## src/rtl/ixc_time_delta_gen.sv

```systemverilog
// ixc_time_delta_gen: nearest-edge time-advance scheduler publishing delta/fire for emulated clock sources.
// Define IXC_TIME_ACCUM_EN to add the 48-bit running-time output `now`.
module ixc_time_delta_gen #(
    parameter int NSRC = 4,
    parameter int TW   = 10
) (
    input  logic            eclk,
    input  logic            reset,
    input  logic            cfg_we,
    input  logic [3:0]      cfg_idx,
    input  logic [TW-1:0]   cfg_half,
    output logic            cfg_rej,
    input  logic            step_req,
    output logic            step_ack,
    output logic [TW:0]     delta,
    output logic [NSRC-1:0] fire,
`ifdef IXC_TIME_ACCUM_EN
    output logic [47:0]     now,
`endif
    output logic            busy
);
    typedef enum logic [1:0] {IDLE, SCAN, ISSUE} stateT;
    stateT state, nextState;
    logic [TW-1:0] half [NSRC];
    logic [TW-1:0] rem [NSRC];
    logic [4:0] scanIdx;
    logic [TW-1:0] minVal, curHalf, curRem;
    logic found;
    logic [NSRC-1:0] fireVec;
    assign busy = state != IDLE;
    assign cfg_rej = cfg_we && busy;
    always_comb begin
        nextState = (state == IDLE) ? (step_req ? SCAN : IDLE) :
                    (state == SCAN) ? ((scanIdx == 5'(NSRC - 1)) ? ISSUE : SCAN) : IDLE;
        curHalf = '0;
        curRem = '0;
        fireVec = '0;
        for (int i = 0; i < NSRC; i++) begin
            if (scanIdx == 5'(i)) begin
                curHalf = half[i];
                curRem = rem[i];
            end
            fireVec[i] = found && half[i] != '0 && rem[i] == minVal;
        end
    end
    always_ff @(posedge eclk) state <= reset ? IDLE : nextState;
    always_ff @(posedge eclk) begin
        if (reset) begin
            scanIdx <= '0;
            minVal <= '0;
            found <= 1'b0;
            delta <= '0;
            fire <= '0;
            step_ack <= 1'b0;
            for (int i = 0; i < NSRC; i++) begin
                half[i] <= '0;
                rem[i] <= '0;
            end
`ifdef IXC_TIME_ACCUM_EN
            now <= '0;
`endif
        end else begin
            step_ack <= state == ISSUE;
            scanIdx <= (state == SCAN) ? scanIdx + 5'd1 : '0;
            if (state == IDLE) found <= 1'b0;
            if (state == SCAN && curHalf != '0 && (!found || curRem < minVal)) begin
                minVal <= curRem;
                found <= 1'b1;
            end
            if (state == ISSUE) begin
                delta <= found ? {1'b0, minVal} : {1'b1, {TW{1'b0}}};
                fire <= fireVec;
`ifdef IXC_TIME_ACCUM_EN
                if (found) now <= now + 48'(minVal);
`endif
            end
            // config writes only land in IDLE, so rem is stable across a scan and its issue
            for (int i = 0; i < NSRC; i++) begin
                if (state == IDLE && cfg_we && cfg_idx == 4'(i)) begin
                    half[i] <= cfg_half;
                    rem[i] <= cfg_half;
                end else if (state == ISSUE && found && half[i] != '0) begin
                    rem[i] <= fireVec[i] ? half[i] : rem[i] - minVal;
                end
            end
        end
    end
endmodule

```

## config.mk

```make
export PLATFORM = sky130hd
export DESIGN_NAME = ixc_time_delta_gen
export DESIGN_NICKNAME = d
export VERILOG_FILES = /design/src/rtl/ixc_time_delta_gen.sv
export SDC_FILE = /design/constraint.sdc
export NUM_CORES = 1
export LEC_CHECK = 0
export CAP_MARGIN = 20
export CORE_ASPECT_RATIO = 0.7
export CORE_MARGIN = 2
export CORE_UTILIZATION = 35
export DETAILED_ROUTE_END_ITERATION = 6
export PLACE_DENSITY = 0.48
export SYNTH_ARGS = -nofsm -noshare
export SYNTH_HDL_FRONTEND = slang
export SYNTH_SLANG_ARGS = --single-unit
export TNS_END_PERCENT = 100
```

## constraint.sdc

```tcl
create_clock -name eclk -period 3.4 [get_ports eclk]
set_input_delay 0.34 -clock eclk [delete_from_list [all_inputs] [get_ports eclk]]
set_output_delay 0.34 -clock eclk [all_outputs]
set_load 0.05 [all_outputs]
```

# [Word level (Yosys, flattened, before mapping)]
# Memories as Yosys holds them, arrays and structs flattened.
# Cells that the tools add are included.
[totals] ff_bits=34 latchBits=0 mem_bits_rw=80 romBits=0 inputBits=18 output_inout_bits=18 memories=2
[memory_table] memory="half" words=4 word_bits=10 rd=4 rd_ports_with_merged_regs=0 wr=4 line="24" text="logic [TW-1:0] half [NSRC];"
[memory_table] memory="rem" words=4 word_bits=10 rd=4 rd_ports_with_merged_regs=0 wr=4 line="25" text="logic [TW-1:0] rem [NSRC];"
[op_classes] addsub=5 n_mul=0 div_mod_pow=0 order_cmp=1 eq_ne=12 shifts=0 n_mux=61 n_bitwise=13 n_reduce_logical=34
[ops] op="$mux 10" count=24
[ops] op="$reduce_bool 10->1" count=5
[ops] op="$eq 10x10->1" count=4
[ops] op="$sub 10x10->10" count=4
[ops] op="$mux 1" count=33
[ops] op="$logic_and 1x1->1" count=21
[ops] op="$or 1x1->1" count=12
[ops] op="$mux 11" count=1
[ops] op="$eq 5x2->1 const B" count=2
[ops] op="$lt 10x10->1" count=1
[ops] op="$eq 4x2->1 const B" count=2
[ops] op="$mux 2" count=3
[ops] op="$add 5x1->5 const B" count=1
[ops] op="$eq 5x1->1 const B" count=1
[ops] op="$logic_not 5->1" count=1
[ops] op="$eq 4x1->1 const B" count=1
[ops] op="$logic_not 4->1" count=1
[ops] op="$reduce_bool 2->1" count=2
[ops] op="$eq 2x1->1 const B" count=1
[ops] op="$eq 2x2->1 const B" count=1
[ops] op="$logic_not 2->1" count=1
[ops] op="$reduce_or 2->1" count=1
[ops] op="$logic_not 1->1" count=1
[ops] op="$logic_or 1x1->1" count=1
[ops] op="$not 1->1" count=1

# [Longest topological paths before layout]
[depth] ltp_word=9 mapped_depth=17 depth_no_buf=15

# [Least setup slack after synthesis]
# No wires, ideal clock.
[synth_path] path_type="reg-to-reg" startpoint="reg scanIdx[0]" endpoint="reg minVal[1]" setup_ps=128 arrival_time_ps=2722 required_ps=3272 path_slack_ps=550 path_stages_with_launch=17 cell_sequence="dfxtp_1 inv_1 ha_1 clkbuf_1 clkbuf_1 a221oi_1 nor3_1 a21oi_1 nor2_1 ha_1 and4_1 o2111ai_1 o21bai_1 nand4_2 buf_6 mux2i_1 nor2_1"
[synth_between] elab_chain_cells=8 elab_cells_between_ends=17 classes_between="order compare (1); eq/ne (3); mux (8); reduce/logical (5)"
[synth_rtl] element="start, declared" line="26" text="logic [4:0] scanIdx;"
[synth_rtl] element="start signal, assigned" line="64" text="scanIdx <= (state == SCAN) ? scanIdx + 5'd1 : '0;"
[synth_rtl] element="$logic_not 5->1" line="39" text="if (scanIdx == 5'(i)) begin"
[synth_rtl] element="$mux 10 (3 in series)" line="39"
[synth_rtl] element="$mux 10 *" line="39"
[synth_rtl] element="via curRem[9]" line="27" text="logic [TW-1:0] minVal, curHalf, curRem;"
[synth_rtl] element="$lt 10x10->1 *" line="66" text="if (state == SCAN && curHalf != '0 && (!found || curRem < minVal)) begin"
[synth_rtl] element="$logic_or 1x1->1 *" line="66"
[synth_rtl] element="$logic_and 1x1->1 *" line="66"
[synth_rtl] element="end signal, assigned" line="67" text="minVal <= curRem;"
[synth_rtl] element="end, declared" line="27"
# The timed path passes the listed nets; every way through them passes the cells marked *.
# A chain may end at the register's enable or synchronous reset.

# [Worst setup path in the final report]
[layout_path] startpoint="reg scanIdx[1]" endpoint="reg minVal[7]"
# The elaborated chain is that of the path after synthesis.

==> flow_summary.toml <==
[outcome]
status = "completed"

[logic_synthesis]
synthAdderAreaFrac = 0.0967
synth_most_common_cell = "edfxtp_1"
yosys.cell_types.count = 57
synthTopCellsByArea = "edfxtp_1 (34%), dfxtp_1 (9.5%), ha_1 (8.6%)"
synth_edf_count = 80
synth-main-ff-cell = "edfxtp_1"
syn_avg_cell_area_um2 = 9.77
synth_top_family_by_area = "simple AND/OR/NAND/NOR gates"
syn_area_mm2 = 0.00717
ys_seq_area_frac = 0.430
synthDominantCellAreaShare = 0.335
synth.area.mux_share = 0.0363
ys_async_sr_fraction = 0
syn_inst = 734
synth_nets = 805
synth_simple_gate_area_frac = 0.216
synth_xor_area_frac = 0.0379
yosys.area.top_type = "edfxtp_1"
synth_common_cells = "edfxtp_1 (80), nor2_1 (76), a21oi_1 (74)"
synth-seq-cells = 114
ys_warn_count = 0
synth_compound_area_frac = 0.154

[setup_path]
crit_slowest_cell = "dfxtp_1"
cp-start-kind = "flop"
critPathRequiredTime_ps = 3690
cp-startpoint = "scanIdx[1]$_SDFF_PP0_"
r2r_slack_ps = 250
crit_chain = "inv_1, ha_1, nor2b_1, buf_4, a221oi_1, nor3_1, a21oi_1, nor2_1, ha_1, and4_1, o2111ai_1, o21bai_1, nand4_2, buf_4, mux2i_1, nor2_1"
rr_worst_depth = 16
cp.arrival_ps = 3430
slowest_delay_ps = 380
crit_family = "compound AO/OA/AOI/OAI gates"
r2r_end = "minVal[7]$_SDFFE_PP0P_"
crit_end = "minVal[7]$_SDFFE_PP0P_"
timing.setup.critical_path_class = "flop to flop"
critical_path.max_fanout = 11
r2r_start = "scanIdx[1]$_SDFF_PP0_"
crit_buf_inv = 3
critPathCaptureType = "flop"
worst-path-stages = 16

[timing]
fin_crit_sh = 0.925
worst_slack_ps = 254
tightest_slew_ps = 938
final_max_slew_viol_count = 0
fin_setup_tns_ps = 0
finalSetupViolations = 0
skew_ps = 12.2
max_slew_margin = 0.374
min_period_ps = 3150
final-hold-violation-count = 0
max_freq_mhz = 318

[clock_tree]
cts_sinks = 114
path_clk_slew_ps = 60
cts_root_buf = "clkbuf_16"
cts_tree = "yes"
post-cts-setup-buffer-count = 0
htree_num_levels = 4
cts_buffers = 17
clockBufferDepth = 2
clkLatencyLatePin_ps = 420

[floorplanning]
row_count = 43
fp.coreArea_mm2 = 0.0200
die_h_um = 124
floorplan.initialDensity = 0.359
dieArea_mm2 = 0.0217
dieWidth_um = 175
ios = 36

[power_and_ir_drop]
intPower_uw = 2920
swShare = 0.276
comb_power_share = 0.158
seq_power_share = 0.396
vdd_drop_max_mv = 0.303
cellPowerDensity_mw_per_mm2 = 475
leakagePower_uw = 0.00332
pwr-share-clk = 0.446
p_sw_uw = 1110

[job]
maxCapViolCount = 0

[place]
place_hpwl_um = 18300
pre_cts_ws_ps = 184
numPortBuffers = 35
place_congestion = 0.928

[layout]
fin_nets = 853
drive_gt1_frac = 0.0943
syn_to_final_growth_pct = 18.3
diodes = 0
fillCellCount = 1953

[global_routing]
grtUsageTotal = 0.226
antenna_found_initial = 1
overflow = 0
grt_max_degree = 40
first_global_vias = 5555
grt_pass1_wl_um = 35300

[min_path]
hold_class = "flop to flop"
hp-start = "delta[0]$_SDFFE_PP0P_"

[detailed_routing]
routed_via_density = 5.57
drt_iter0_drc = 639
drtPass1Iterations = 5
wire_per_inst_um = 22.3
drc_errors = 0
drt-total-wl_um = 23800
ant_nets = 0
vias = 5936
worst min path at each step:
| stage | cells past startpoint | slack [ps] | to |
|---|---|---|---|
| final | 2 | 450 | delta[0]$_SDFFE_PP0P_ |
| after global placement | 2 | 440 | delta[3]$_SDFFE_PP0P_ |
| after detailed placement | 2 | 450 | delta[4]$_SDFFE_PP0P_ |
| after CTS | 2 | 460 | delta[4]$_SDFFE_PP0P_ |
| after floorplan | 1 | 440 | scanIdx[0]$_SDFF_PP0_ |
| after global routing | 2 | 480 | delta[9]$_SDFFE_PP0P_ |
registers in the layout, indices dropped and copies added, names as in the netlist:
register  count
minVal       10
found         1
rem          40
half         40
scanIdx       5
state         2
delta        11
step_ack      1
fire          4
routing by layer:
metal / wire [µm] / part of all wire / GRT usage
met5: 84 / 0.0035 / 0.0301
met4: 431 / 0.018 / 0.0589
met3: 1970 / 0.083 / 0.0519
met2: 9200 / 0.39 / 0.308
met1: 12100 / 0.51 / 0.351
layout by cell type (no fill, tap or decap), drive strengths merged, types with 26 or more instances in the layout:
cell type,n
mux2i,26
edfxtp,80
a21oi,74
dfxtp,34
inv,34
o21bai,27
ha,49
nand2,50
and2,45
nor2,76
clkdlybuf4s50,34
power groups by stage:
stage	Clock, µW	Combinational [µW]	Sequential, µW
2_1_floorplan	0	442	1590
3_3_place_gp	0	614	1620
3_5_place_dp	0	621	1620
4_1_cts	1810	626	1600
5_1_grt	1870	702	1600
6_report	1800	637	1600
cell families after synthesis:
kind of cell | after synthesis
AND/OR/NAND/NOR | 281
AO/OA/AOI/OAI | 177
flip-flops | 114
adder cells (fa/ha/maj) | 53
buffers and inverters | 52
XOR/XNOR | 31
multiplexers | 26
area by class of cell:
type	count	area (µm²)	share of cell area
clock inverters	8	72.6	0.00856
clock buffers	24	513	0.0605
multi-input cells	568	3900	0.460
well taps	270	338	0.0398
flip-flops and latches	114	3080	0.364
inverters	31	116	0.0137
repair buffers	50	458	0.0540
worst reg2reg max path: cells and delay by family (launching register included):
family,cells,cell delay [ps]
AOI/OAI and AO/OA,4,770
adders and majority gates,2,500
buffers and inverters,3,460
DFF,1,380
muxes,1,200
and+or+nand+nor,6,690
repair_timing:
item	4_1_cts	5_1_grt
gates resized for setup	0	5
hold buffers	0	0
setup endpoints to repair	0	10
per-stage QoR:
stage | instances | total power (µW) | area (µm²) | util | hold WS, ps
CTS | 1065 | 4030 | 8460 | 0.424 | 456
global placement | 1033 | 2240 | 7870 | 0.394 | 439
finish | 1065 | 4030 | 8480 | 0.425 | 454
global route | 1065 | 4180 | 8480 | 0.425 | 478
detailed placement | 1033 | 2250 | 7870 | 0.394 | 446
floorplan | 734 | 2040 | 7170 | - | 445
No activity file was read; power rests on OpenSTA's default activity.
